--- src/rtl/mult_hilo_ctrl.sv ---
// Multiply/HI-LO controller between the execute stage and an unsigned 32x32 multiplier.
// Latency: issue edge to HI/LO update is MIN_WAIT+2 cycles minimum; abort after TIMEOUT RUN cycles.
// Backpressure: busy stalls the pipeline from the op_valid cycle until the cycle after FIX.
module mult_hilo_ctrl #(
  parameter int MIN_WAIT = 2,   // RUN cycles during which mul_done is treated as stale
  parameter int TIMEOUT  = 32   // RUN cycles without an accepted done before abort; > MIN_WAIT
) (
  input  logic        clk,
  input  logic        reset,
  input  logic        op_valid,
  input  logic        op_signed,
  input  logic [31:0] op_a,
  input  logic [31:0] op_b,
  input  logic        hi_we,
  input  logic        lo_we,
  input  logic [31:0] wdata,
  output logic        busy,
  output logic        mul_start,
  output logic [31:0] mul_a,
  output logic [31:0] mul_b,
  input  logic [63:0] mul_z,
  input  logic        mul_done,
  output logic [31:0] hi,
  output logic [31:0] lo,
  output logic        res_valid,
  output logic        err
);

  localparam int CW = $clog2(TIMEOUT + 1);
  localparam logic [CW-1:0] MIN_C  = CW'(MIN_WAIT);
  localparam logic [CW-1:0] LAST_C = CW'(TIMEOUT - 1);

  typedef enum logic [1:0] {
    S_IDLE = 2'd0,
    S_RUN  = 2'd1,
    S_FIX  = 2'd2
  } state_t;

  state_t        state_q, state_d;
  logic [CW-1:0] cnt_q, cnt_d;
  logic          neg_q, neg_d;
  logic [63:0]   prod_q, prod_d;
  logic [31:0]   hi_q, hi_d;
  logic [31:0]   lo_q, lo_d;
  logic [31:0]   mul_a_q, mul_a_d;
  logic [31:0]   mul_b_q, mul_b_d;
  logic          start_q, start_d;
  logic          err_q, err_d;

  // Two's complement magnitude; 0x80000000 maps to itself, which is right when read unsigned.
  function automatic logic [31:0] mag(input logic [31:0] x, input logic is_signed);
    return (is_signed && x[31]) ? (~x + 32'd1) : x;
  endfunction

  // State register: everything clears on reset, aborting any in-flight multiply.
  always_ff @(posedge clk) begin
    if (reset) begin
      state_q <= S_IDLE;
      cnt_q   <= '0;
      neg_q   <= 1'b0;
      prod_q  <= '0;
      hi_q    <= '0;
      lo_q    <= '0;
      mul_a_q <= '0;
      mul_b_q <= '0;
      start_q <= 1'b0;
      err_q   <= 1'b0;
    end else begin
      state_q <= state_d;
      cnt_q   <= cnt_d;
      neg_q   <= neg_d;
      prod_q  <= prod_d;
      hi_q    <= hi_d;
      lo_q    <= lo_d;
      mul_a_q <= mul_a_d;
      mul_b_q <= mul_b_d;
      start_q <= start_d;
      err_q   <= err_d;
    end
  end

  // Next-state logic: issue and MTHI/MTLO in IDLE, wait for done in RUN, sign-fix in FIX.
  always_comb begin
    state_d = state_q;
    cnt_d   = cnt_q;
    neg_d   = neg_q;
    prod_d  = prod_q;
    hi_d    = hi_q;
    lo_d    = lo_q;
    mul_a_d = mul_a_q;
    mul_b_d = mul_b_q;
    start_d = start_q;
    err_d   = err_q;

    case (state_q)
      S_IDLE: begin
        // A same-cycle write still lands; a started multiply overwrites it later.
        if (hi_we) hi_d = wdata;
        if (lo_we) lo_d = wdata;
        if (op_valid) begin
          mul_a_d = mag(op_a, op_signed);
          mul_b_d = mag(op_b, op_signed);
          neg_d   = op_signed & (op_a[31] ^ op_b[31]);
          start_d = 1'b1;
          cnt_d   = '0;
          state_d = S_RUN;
        end
      end
      S_RUN: begin
        cnt_d = cnt_q + CW'(1);
        // Early done is a leftover from the previous op, so it is only trusted from MIN_WAIT on.
        if (mul_done && (cnt_q >= MIN_C)) begin
          prod_d  = mul_z;
          start_d = 1'b0;
          state_d = S_FIX;
        end else if (cnt_q == LAST_C) begin
          err_d   = 1'b1;
          start_d = 1'b0;
          state_d = S_IDLE;
        end
      end
      S_FIX: begin
        {hi_d, lo_d} = neg_q ? (~prod_q + 64'd1) : prod_q;
        state_d      = S_IDLE;
      end
      default: begin
        state_d = S_IDLE;
      end
    endcase
  end

  assign busy      = ((state_q == S_IDLE) && op_valid) || (state_q != S_IDLE);
  assign res_valid = (state_q == S_FIX);
  assign mul_start = start_q;
  assign mul_a     = mul_a_q;
  assign mul_b     = mul_b_q;
  assign hi        = hi_q;
  assign lo        = lo_q;
  assign err       = err_q;

endmodule

--- config.mk ---
export PLATFORM = sky130hd
export DESIGN_NAME = mult_hilo_ctrl
export DESIGN_NICKNAME = d
export VERILOG_FILES = /design/src/rtl/mult_hilo_ctrl.sv
export SDC_FILE = /design/constraint.sdc
export NUM_CORES = 1
export LEC_CHECK = 0
export BUFFER_PORTS_ARGS = -buffer_cell sky130_fd_sc_hd__buf_2
export CAP_MARGIN = 15
export CORE_MARGIN = 4
export CORE_UTILIZATION = 53
export DETAILED_ROUTE_END_ITERATION = 6
export GPL_ROUTABILITY_DRIVEN = 1
export PLACE_DENSITY = 0.79
export REMOVE_ABC_BUFFERS = 1
export SKIP_LAST_GASP = 1
export SLEW_MARGIN = 20
export SYNTH_ARGS = -nofsm -noshare
export SYNTH_HDL_FRONTEND = slang
export SYNTH_SLANG_ARGS = --single-unit
--- constraint.sdc ---
create_clock -name clk -period 3.25 [get_ports clk]
set_clock_uncertainty 0.2 [all_clocks]
set_input_delay 0.65 -clock clk [delete_from_list [all_inputs] [get_ports clk]]
set_output_delay 0.65 -clock clk [all_outputs]
set_load 0.005 [all_outputs]
==> metrics.yaml <==
status: "completed"
max_freq_mhz: 322
post-route-period-util_pct: 95.4
numClockSinks: 203
synthAdderAreaFrac_pct: 0.598
path_class: "register to register"
antennaDiodeCount: 0
final_cells: 1909
syn_avg_cell_area_um2: 7.67
synth_top_family_by_area: "simple AND/OR/NAND/NOR gates"
finish.instance_area_um2: 13100
power.share.clock_pct: 42.9
p_int_mw: 4.78
syn_inst: 1363
dp_hpwl_um: 25500
hold_viol_final: 0
h-tree-depth: 1
leakage_nw: 5.55
layout.nets: 1800
crit_arrival_ps: 3310
postCtsResizedCells: 0
power_mw: 6.52
finalSetupTns_ps: 0
grt.total_usage_pct: 30.5
synth-xor-area-share_pct: 7.37
synth_compound_area_share_pct: 23.7
drt_wl_total_um: 35500
drtIter0Drc: 877
ys_types: 67
grt_pass1_wl_um: 55500
finalHoldWorstSlack_ps: 173
synth_edf_count: 0
setup_viol: 0
grt_pass1_vias: 10900
finalMaxSlewViolations: 0
ant_nets: 0
synthToLayoutAreaGrowth_pct: 25.3
clk_latency_ps: 510
yosys.area_share.simple_pct: 24.3
antenna_found_initial: 8
clockBufferDepth: 3
dp_cells: 1868
cts_buffers: 23
dr.pass1.iters: 6
critPathRequiredTime_ps: 3460
switchingPower_mw: 1.74
io_buffers: 298
critPathMaxFanout: 10
drive_gt1_share_pct: 23.9
ys_async_sr_fraction_pct: 0
initial_core_util_pct: 53.7
synth.area.mux_share_pct: 1.26
path_clk_slew_ps: 60
switching_share_pct: 26.7
worst_slack_ps: 148
powerDensity_nw_per_um2: 498
dieArea_um2: 22000
dp_slack_ps: 241
slew_headroom_pct: 41.3
viasPerCell: 5.95
synth-main-ff-cell: "dfxtp_1"
drv_cap: 0
ys_seq_area_share_pct: 38.9
die_h_um: 148
yosysWarnings: 0
rsz0062_at_grt: "false"
cts_tree: "yes"
vias: 11400
syn_area_um2: 10500
grt_max_degree: 129
fill_cells: 1692
grt.overflow.total: 0
postCtsSetupBuffers: 0
ys_seq_elements: 203
hp-class: "input pin to register"
wl_per_cell_um: 18.6
fp.coreArea_um2: 19500
end_kind: "register"
vdd_drop_max_v: 0.000368
place_area_um2: 12300
hold_buffers: 0
final_util_pct: 67.3
die_w_um: 148
seqPwrFrac_pct: 41.7
worst_pin_slew_ps: 878
std_cell_rows: 51
combPwrFrac_pct: 15.5
place_congestion: 0.957
top_level_ports: 299
root_buffer: "clkbuf_16"
period_minus_slack_ps: 3100
drc: 0
worst_setup_path_start_kind: "register"
## cell usage after synthesis, types with 16 or more instances
master      n  area (um2)
clkbuf_1   89         334
xor2_1     47         412
or3_1      22         138
o31ai_1    23         173
nor4_1     24         150
nor2_1    147         552
dfxtp_1   203        4060
a21oi_1   150         751
nor3_1     49         245
o41ai_1    16         140
and3_1     17         106
nand2_1   216         811
a211oi_1   38         285
xnor2_1    41         359
o21ai_0    61         305
nand3_1    31         155
## cell type report
| type | instances | area (um2) | share of cell area, % |
|---|---|---|---|
| Multi-Input combinational cell | 1052 | 6010 | 45.9 |
| Clock buffer | 31 | 656 | 5.00 |
| Inverter | 13 | 48.8 | 0.372 |
| Timing Repair Buffer | 335 | 1840 | 14.0 |
| Clock inverter | 10 | 150 | 1.15 |
| Tap cell | 265 | 332 | 2.53 |
| Sequential cell | 203 | 4060 | 31.0 |
## worst max-delay path: stages, from the launching register on
cell	delay (ps)
dfxtp_1	370
nor4_1	490
nor4b_1	580
and3_1	490
nand2_1	200
or4_1	480
and3_1	190
## cell usage in the layout (no fill, tap or decap), types with 7 or more instances in the layout
master       n
and3_1      17
nand3_1     31
a21oi_1    150
nand4_1      8
xnor2_1     41
o21ai_0     61
nand2_1    215
mux2i_1     12
nor3_1      49
or4_1       10
clkbuf_16   23
a311oi_1     7
a31oi_1     13
inv_1       10
o31ai_1     23
buf_4       32
nor2_1     145
dfxtp_1    203
or3_1       22
nor4_1      24
buf_2      297
nand2b_1     7
o41ai_1     16
o2bb2ai_1    7
xor2_1      47
a22oi_1     10
a211oi_1    38
a211o_1     10
o211ai_1     7
o22ai_1      7
## power by group through the flow
stage | registers [mW] | logic [mW] | clock network, mW
2_1_floorplan | 2.77 | 0.483 | 0
3_3_place_gp | 2.76 | 0.981 | 0
3_5_place_dp | 2.77 | 0.998 | 0
4_1_cts | 2.71 | 1.00 | 2.82
5_1_grt | 2.73 | 1.11 | 2.92
6_report | 2.72 | 1.01 | 2.80
## final timing paths
path	start	to	slack [ps]	cells past startpoint
worst max register to register	prod_q[38]$_SDFFE_PP0P_	hi[25]$_SDFFE_PP0P_	150	6
worst min register to register	lo[18]$_SDFFE_PP0P_	lo[18]$_SDFFE_PP0P_	250	2
worst min-delay path	mul_z[20]	prod_q[20]$_SDFFE_PP0P_	170	3
worst max-delay path	prod_q[38]$_SDFFE_PP0P_	hi[25]$_SDFFE_PP0P_	150	6
## layer usage
layer  GRT usage, %  routed length (um)  up-vias
li1               -                   -     5434
met3           9.26                3710      108
met4           10.2                1110       16
met5              0                  92        -
met2           52.3               17000      557
met1           36.3               13600     5239
## state kept, by name, indices dropped and copies added (netlist names), 2 cells and up
signal   cells
mul_a       32
lo          32
prod_q      64
hi          32
cnt_q        6
mul_b       32
state_q      2
## kinds of logic after synthesis
group / Yosys count
XOR/XNOR: 88
adder cells (fa/ha/maj): 5
AND/OR/NAND/NOR: 557
buffers and inverters: 108
AO/OA/AOI/OAI: 389
flip-flops: 203
multiplexers: 13
No activity file was read; power rests on OpenSTA's default activity.
